$ cat src/rtl/shift_add_multiplier.sv
// Sequential shift-and-add multiplier (MUL/MULH/MULHSU/MULHU), one partial product per cycle.
// Optional MUL_EARLY_TERM_EN: exit when the remaining multiplier bits are zero.
module shift_add_multiplier #(
  parameter int WIDTH = 32
) (
  input  logic               clk,
  input  logic               rst,
  input  logic               start,
  input  logic [1:0]         op,
  input  logic [WIDTH-1:0]   multiplicand,
  input  logic [WIDTH-1:0]   multiplier,
  output logic [2*WIDTH-1:0] product,
  output logic [WIDTH-1:0]   result,
  output logic               busy,
  output logic               mul_resp
);

  localparam int CW = $clog2(WIDTH + 1);
  localparam logic [CW-1:0] LAST_ITER = CW'(WIDTH - 1);

  typedef enum logic [1:0] {
    IDLE = 2'd0,
    CALC = 2'd1,
    DONE = 2'd2
  } state_t;

  state_t               state_q, state_d;
  logic [1:0]           op_q, op_d;
  logic                 neg_q, neg_d;
  logic [2*WIDTH-1:0]   a_q, a_d;
  logic [WIDTH-1:0]     b_q, b_d;
  logic [2*WIDTH-1:0]   acc_q, acc_d;
  logic [CW-1:0]        cnt_q, cnt_d;
  logic [2*WIDTH-1:0]   product_q, product_d;
  logic                 busy_q, busy_d;
  logic                 resp_q, resp_d;

  logic                 a_signed, b_signed, a_neg, b_neg;
  logic [WIDTH-1:0]     mag_a, mag_b;
  logic [2*WIDTH-1:0]   acc_sum;
  logic                 last_iter;

  // Negating in WIDTH bits maps -2^(WIDTH-1) onto 2^(WIDTH-1) as an unsigned magnitude.
  always_comb begin
    a_signed = (op != 2'b11);
    b_signed = (op[1] == 1'b0);
    a_neg    = a_signed & multiplicand[WIDTH-1];
    b_neg    = b_signed & multiplier[WIDTH-1];
    mag_a    = a_neg ? (~multiplicand + 1'b1) : multiplicand;
    mag_b    = b_neg ? (~multiplier + 1'b1) : multiplier;
  end

  always_comb begin
    acc_sum = acc_q + (b_q[0] ? a_q : '0);
`ifdef MUL_EARLY_TERM_EN
    last_iter = (cnt_q == LAST_ITER) || (b_q[WIDTH-1:1] == '0);
`else
    last_iter = (cnt_q == LAST_ITER);
`endif
  end

  always_comb begin
    state_d   = state_q;
    op_d      = op_q;
    neg_d     = neg_q;
    a_d       = a_q;
    b_d       = b_q;
    acc_d     = acc_q;
    cnt_d     = cnt_q;
    product_d = product_q;

    case (state_q)
      IDLE: begin
        if (start) begin
          op_d      = op;
          neg_d     = a_neg ^ b_neg;
          a_d       = {{WIDTH{1'b0}}, mag_a};
          b_d       = mag_b;
          acc_d     = '0;
          cnt_d     = '0;
          product_d = '0;
`ifdef MUL_EARLY_TERM_EN
          state_d   = ((mag_a == '0) || (mag_b == '0)) ? DONE : CALC;
`else
          state_d   = CALC;
`endif
        end
      end
      CALC: begin
        acc_d = acc_sum;
        a_d   = a_q << 1;
        b_d   = b_q >> 1;
        cnt_d = cnt_q + 1'b1;
        if (last_iter) begin
          state_d   = DONE;
          product_d = neg_q ? (~acc_sum + 1'b1) : acc_sum;
        end
      end
      DONE: begin
        state_d = IDLE;
      end
      default: begin
        state_d = IDLE;
      end
    endcase

    busy_d = (state_d != IDLE);
    resp_d = (state_d == DONE);
  end

  always_ff @(posedge clk or posedge rst) begin
    if (rst) begin
      state_q   <= IDLE;
      op_q      <= 2'b00;
      neg_q     <= 1'b0;
      a_q       <= '0;
      b_q       <= '0;
      acc_q     <= '0;
      cnt_q     <= '0;
      product_q <= '0;
      busy_q    <= 1'b0;
      resp_q    <= 1'b0;
    end else begin
      state_q   <= state_d;
      op_q      <= op_d;
      neg_q     <= neg_d;
      a_q       <= a_d;
      b_q       <= b_d;
      acc_q     <= acc_d;
      cnt_q     <= cnt_d;
      product_q <= product_d;
      busy_q    <= busy_d;
      resp_q    <= resp_d;
    end
  end

  assign product  = product_q;
  assign result   = (op_q == 2'b00) ? product_q[WIDTH-1:0] : product_q[2*WIDTH-1:WIDTH];
  assign busy     = busy_q;
  assign mul_resp = resp_q;

endmodule
$ cat config.mk
export PLATFORM = sky130hd
export DESIGN_NAME = shift_add_multiplier
export DESIGN_NICKNAME = d
export VERILOG_FILES = /design/src/rtl/shift_add_multiplier.sv
export SDC_FILE = /design/constraint.sdc
export NUM_CORES = 1
export LEC_CHECK = 0
export ABC_CLOCK_PERIOD_IN_PS = 11600
export CAP_MARGIN = 25
export CORE_MARGIN = 10
export CORE_UTILIZATION = 50
export CTS_CLUSTER_DIAMETER = 60
export DETAILED_ROUTE_END_ITERATION = 6
export PLACE_DENSITY = 0.68
export SYNTH_ARGS = -nofsm -noshare
export SYNTH_HDL_FRONTEND = slang
export SYNTH_SLANG_ARGS = --single-unit
$ cat constraint.sdc
create_clock -name clk -period 11.6 [get_ports clk]
set_input_delay 2.32 -clock clk [delete_from_list [all_inputs] [get_ports clk]]
set_output_delay 2.32 -clock clk [all_outputs]
set_load 0.01 [all_outputs]
==> metrics.md <==
| Metric | Value |
|---|---|
| # IOs | `about 170` |
| Fraction of layout instances using a drive strength above 1 | `roughly 6.7%` |
| Synth Flop Type | `dfrtp_1` |
| CTS Buf Count | `29` |
| Tcrit/Tclk final | `54.3%` |
| Clk Latency, worst-skew pair | `0.57 ns` |
| WHS | `between 0.4 and 0.5 ns` |
| Clock Path Buffers | `3` |
| Synth top area cells | `dfrtp_1 (35%), o21ai_0 (6.7%), ha_1 (5.0%), xor2_1 (4.5%), nand2_1 (4.3%)` |
| Max Cap Viol | `0` |
| Post-synthesis cell count | `slightly below 2000` |
| Die X | `between 200 and 250 um` |
| Final hold vios | `0` |
| Startpoint Class | `flip-flop` |
| RSZ-0062 raised after global routing | `no` |
| Setup WS pre-CTS | `5.41 ns` |
| Vias in the first global route | `15000` |
| Post-CTS Resized | `0` |
| Layout Nets | `about 2200` |
| Core footprint | `around 0.033 sq mm` |
| Final setup viols | `0` |
| Synth cell types | `81` |
| Bufs and invs on worst path | `2` |
| CTS tree | `yes` |
| Commonest cells after routing, fill and taps aside | `dfrtp_1 (236), o21ai_0 (223), nand2_1 (191), clkdlybuf4s50_1 (166), a21oi_1 (113)` |
| TritonCTS Sinks | `237` |
| CP delay by family, top | `compound AO/OA/AOI/OAI gates` |
| Peak supply drop | `around 120 uV` |
| Placer Congestion | `roughly 0.97` |
| CP max stage cell | `dfrtp_1` |
| Status | `finished, final reports clean` |
| PnR worst setup slack | `approximately 5.3 ns` |
| Critical Path RT | `roughly 12 ns` |
| Slew @ Worst Pin | `1.06 ns` |
| Syn nets | `~2100` |
| Root Driver | `clkbuf_16` |
| GRT Util Overall | `around a quarter` |
| WL final | `54600 um` |
| Largest area contributor in the netlist | `dfrtp_1` |
| Skew final | `between 0.02 and 0.025 ns` |
| Critical setup path kind | `flip-flop to flip-flop` |
| Asr flop ratio synth | `100%` |
| Critical Path Fanout Max | `34` |
| Reg clk slew, reported paths | `~0.060 ns` |
| Placed Instances | `2455` |
| Post-synth EDFFs | `0` |
| Vias | `15600` |
| Worst path most repeated cell | `xor2_1` |
| Initial antenna violation count | `0` |
| Starting density of the core | `between 50% and 60%` |
| Drt first pass iters | `6` |
| H-tree depth | `1` |
| LEAKAGE | `around 0.008 uW` |
| CP cell instances | `buf_4 -> and2_1 -> ha_1 -> inv_1 -> fa_1 -> nand2b_1 -> a21oi_2 -> o21ai_2 -> o211ai_1 -> a21boi_0 -> xor2_1 -> nand3_1 -> or4b_1 -> nand4b_4 -> o41ai_1 -> xor2_1 -> o21ai_1` |
| Per-cell routed wire length | `21.8 um` |
| Fmax achieved | `159 MHz` |
| Setup Buffers After CTS | `0` |
| GRT Residual Overflow | `0` |
| Worst min path class | `flip-flop to flip-flop` |
| Number of synthesis warnings | `0` |
| Fin crit period | `about 6.3 ns` |
| Sequential element share of the synthesized area | `35.5%` |
| Post-route insts no fill | `2510` |
| Pin count of the biggest net entering global routing | `99` |
| Routed vias/inst | `6.22` |
| FF+latch count, synth | `approximately 240` |
| Slew headroom | `28.4%` |
| Port bufs | `166` |
| Mapped Area | `~0.017 sq mm` |
| Slew Viols, Final | `0` |
| First-pass GRT wire length | `between 80000 and 90000 um` |
| Routed Antenna Nets | `0` |
| Iter 0 DRT Violations | `around 1300` |
| Area grow syn2layout | `17.9%` |
| Pwr/cell area | `257 mW/mm^2` |
| TNS Setup | `0 ns` |
| Critical path arrival | `approximately 6.7 ns` |
| Chip height | `203 um` |
| CTS Hold Bufs | `0` |
| DP HPWL | `between 40000 and 50000 um` |
| # DRC | `0` |
| N_diodes | `0` |
| Row cnt | `66` |
| Post-synth top area share | `~35%` |
| Die area | `~0.041 sq mm` |
| Max incr delay on CP | `~0.91 ns` |
| Syn Area/Cell | `8.60 sq um` |
| Total Power Consumption | `5060 uW` |
| Commonest non-fill, non-tap cell in the layout | `dfrtp_1` |
| Crit. End Element | `flip-flop` |
## cell type report
cell class,instances,area (sq um)
fillers,2948,13100
clock buffers,42,875
well taps,442,553
clock inverters,10,93.8
flip-flops and latches,237,5930
inverters,32,128
multi-input cells,1558,10200
repair buffers,189,1890
## through the flow
step | cell area (sq um) | util [%]
floorplan | 16700 | -
global placement | 18700 | 56.9
detailed placement | 18700 | 56.9
CTS | 19600 | 59.9
global route | 19700 | 60.1
finish | 19700 | 60.1
## logic make-up after synthesis
group / after synthesis / synth area share (%)
xor gates and xnor gates: 165 / 8.65
DFF: 237 / 35.5
buffers and inverters: 149 / 3.45
adders and majority gates: 68 / 5.13
and+or+nand+nor: 606 / 18.3
muxes: 34 / 2.28
AOI/OAI and AO/OA: 685 / 26.8
## worst reg2reg max path, stage by stage (launching register included)
cell,delay (ns)
dfrtp_1,0.91
buf_4,0.40
and2_1,0.18
ha_1,0.20
inv_1,0.07
fa_1,0.40
nand2b_1,0.20
a21oi_2,0.40
o21ai_2,0.19
o211ai_1,0.44
a21boi_0,0.20
xor2_1,0.51
nand3_1,0.29
or4b_1,0.75
nand4b_4,0.31
o41ai_1,0.46
xor2_1,0.18
o21ai_1,0.07
## sequential cells by signal, indices dropped and copies added (netlist names)
signal    flops
a_q          64
neg_q         1
mul_resp      1
acc_q        64
product      64
busy          1
op_q          2
state_q       2
b_q          32
cnt_q         6
## synth_stat cells (all sizes together) (5+ instances only)
| master | n |
|---|---|
| o221ai | 5 |
| dfrtp | 237 |
| a21o | 21 |
| a2111oi | 6 |
| clkbuf | 109 |
| nand2 | 192 |
| o22ai | 11 |
| a211oi | 12 |
| a221o | 6 |
| inv | 30 |
| mux2 | 32 |
| nor2b | 11 |
| a31oi | 13 |
| a21oi | 117 |
| a22oi | 60 |
| xnor2 | 80 |
| o211ai | 17 |
| nand2b | 17 |
| o21ai | 236 |
| o21a | 12 |
| o21bai | 11 |
| ha | 67 |
| nor4 | 25 |
| or3 | 13 |
| and2 | 78 |
| or4 | 6 |
| a211o | 6 |
| o31ai | 31 |
| nand3 | 60 |
| nor2 | 98 |
| a22o | 80 |
| nand4 | 29 |
| or2 | 10 |
| and3 | 7 |
| and4 | 6 |
| o41ai | 11 |
| xor2 | 85 |
| buf | 8 |
| nor3 | 36 |
## final timing paths
path                        start          end  slack [ns]  cells past startpoint
min reg2reg                b_q[9]       b_q[9]        0.48                      2
max in group asynchronous     rst    acc_q[38]        7.61                      6
max reg2reg                b_q[0]  product[61]        5.31                     17
max                        b_q[0]  product[61]        5.31                     17
min                        b_q[9]       b_q[9]        0.48                      2
min in group asynchronous     rst     mul_resp        2.22                      2
## per-layer routing
layer	wire (um)	vias up	global-route usage, %	share of wire (%)
met2	24400	523	40.4	45
met4	1390	0	7.59	2.5
met5	0	-	0	0
met1	24900	7620	35.4	46
met3	3890	75	4.54	7.1
li1	-	7382	-	-
## where the power goes
part | internal [uW] | switching [uW] | total, uW
clock | 544 | 365 | 910
sequential | 1160 | 319 | 1480
combinational | 1130 | 1540 | 2670
Note: power is estimated with default switching activity, not from simulation.
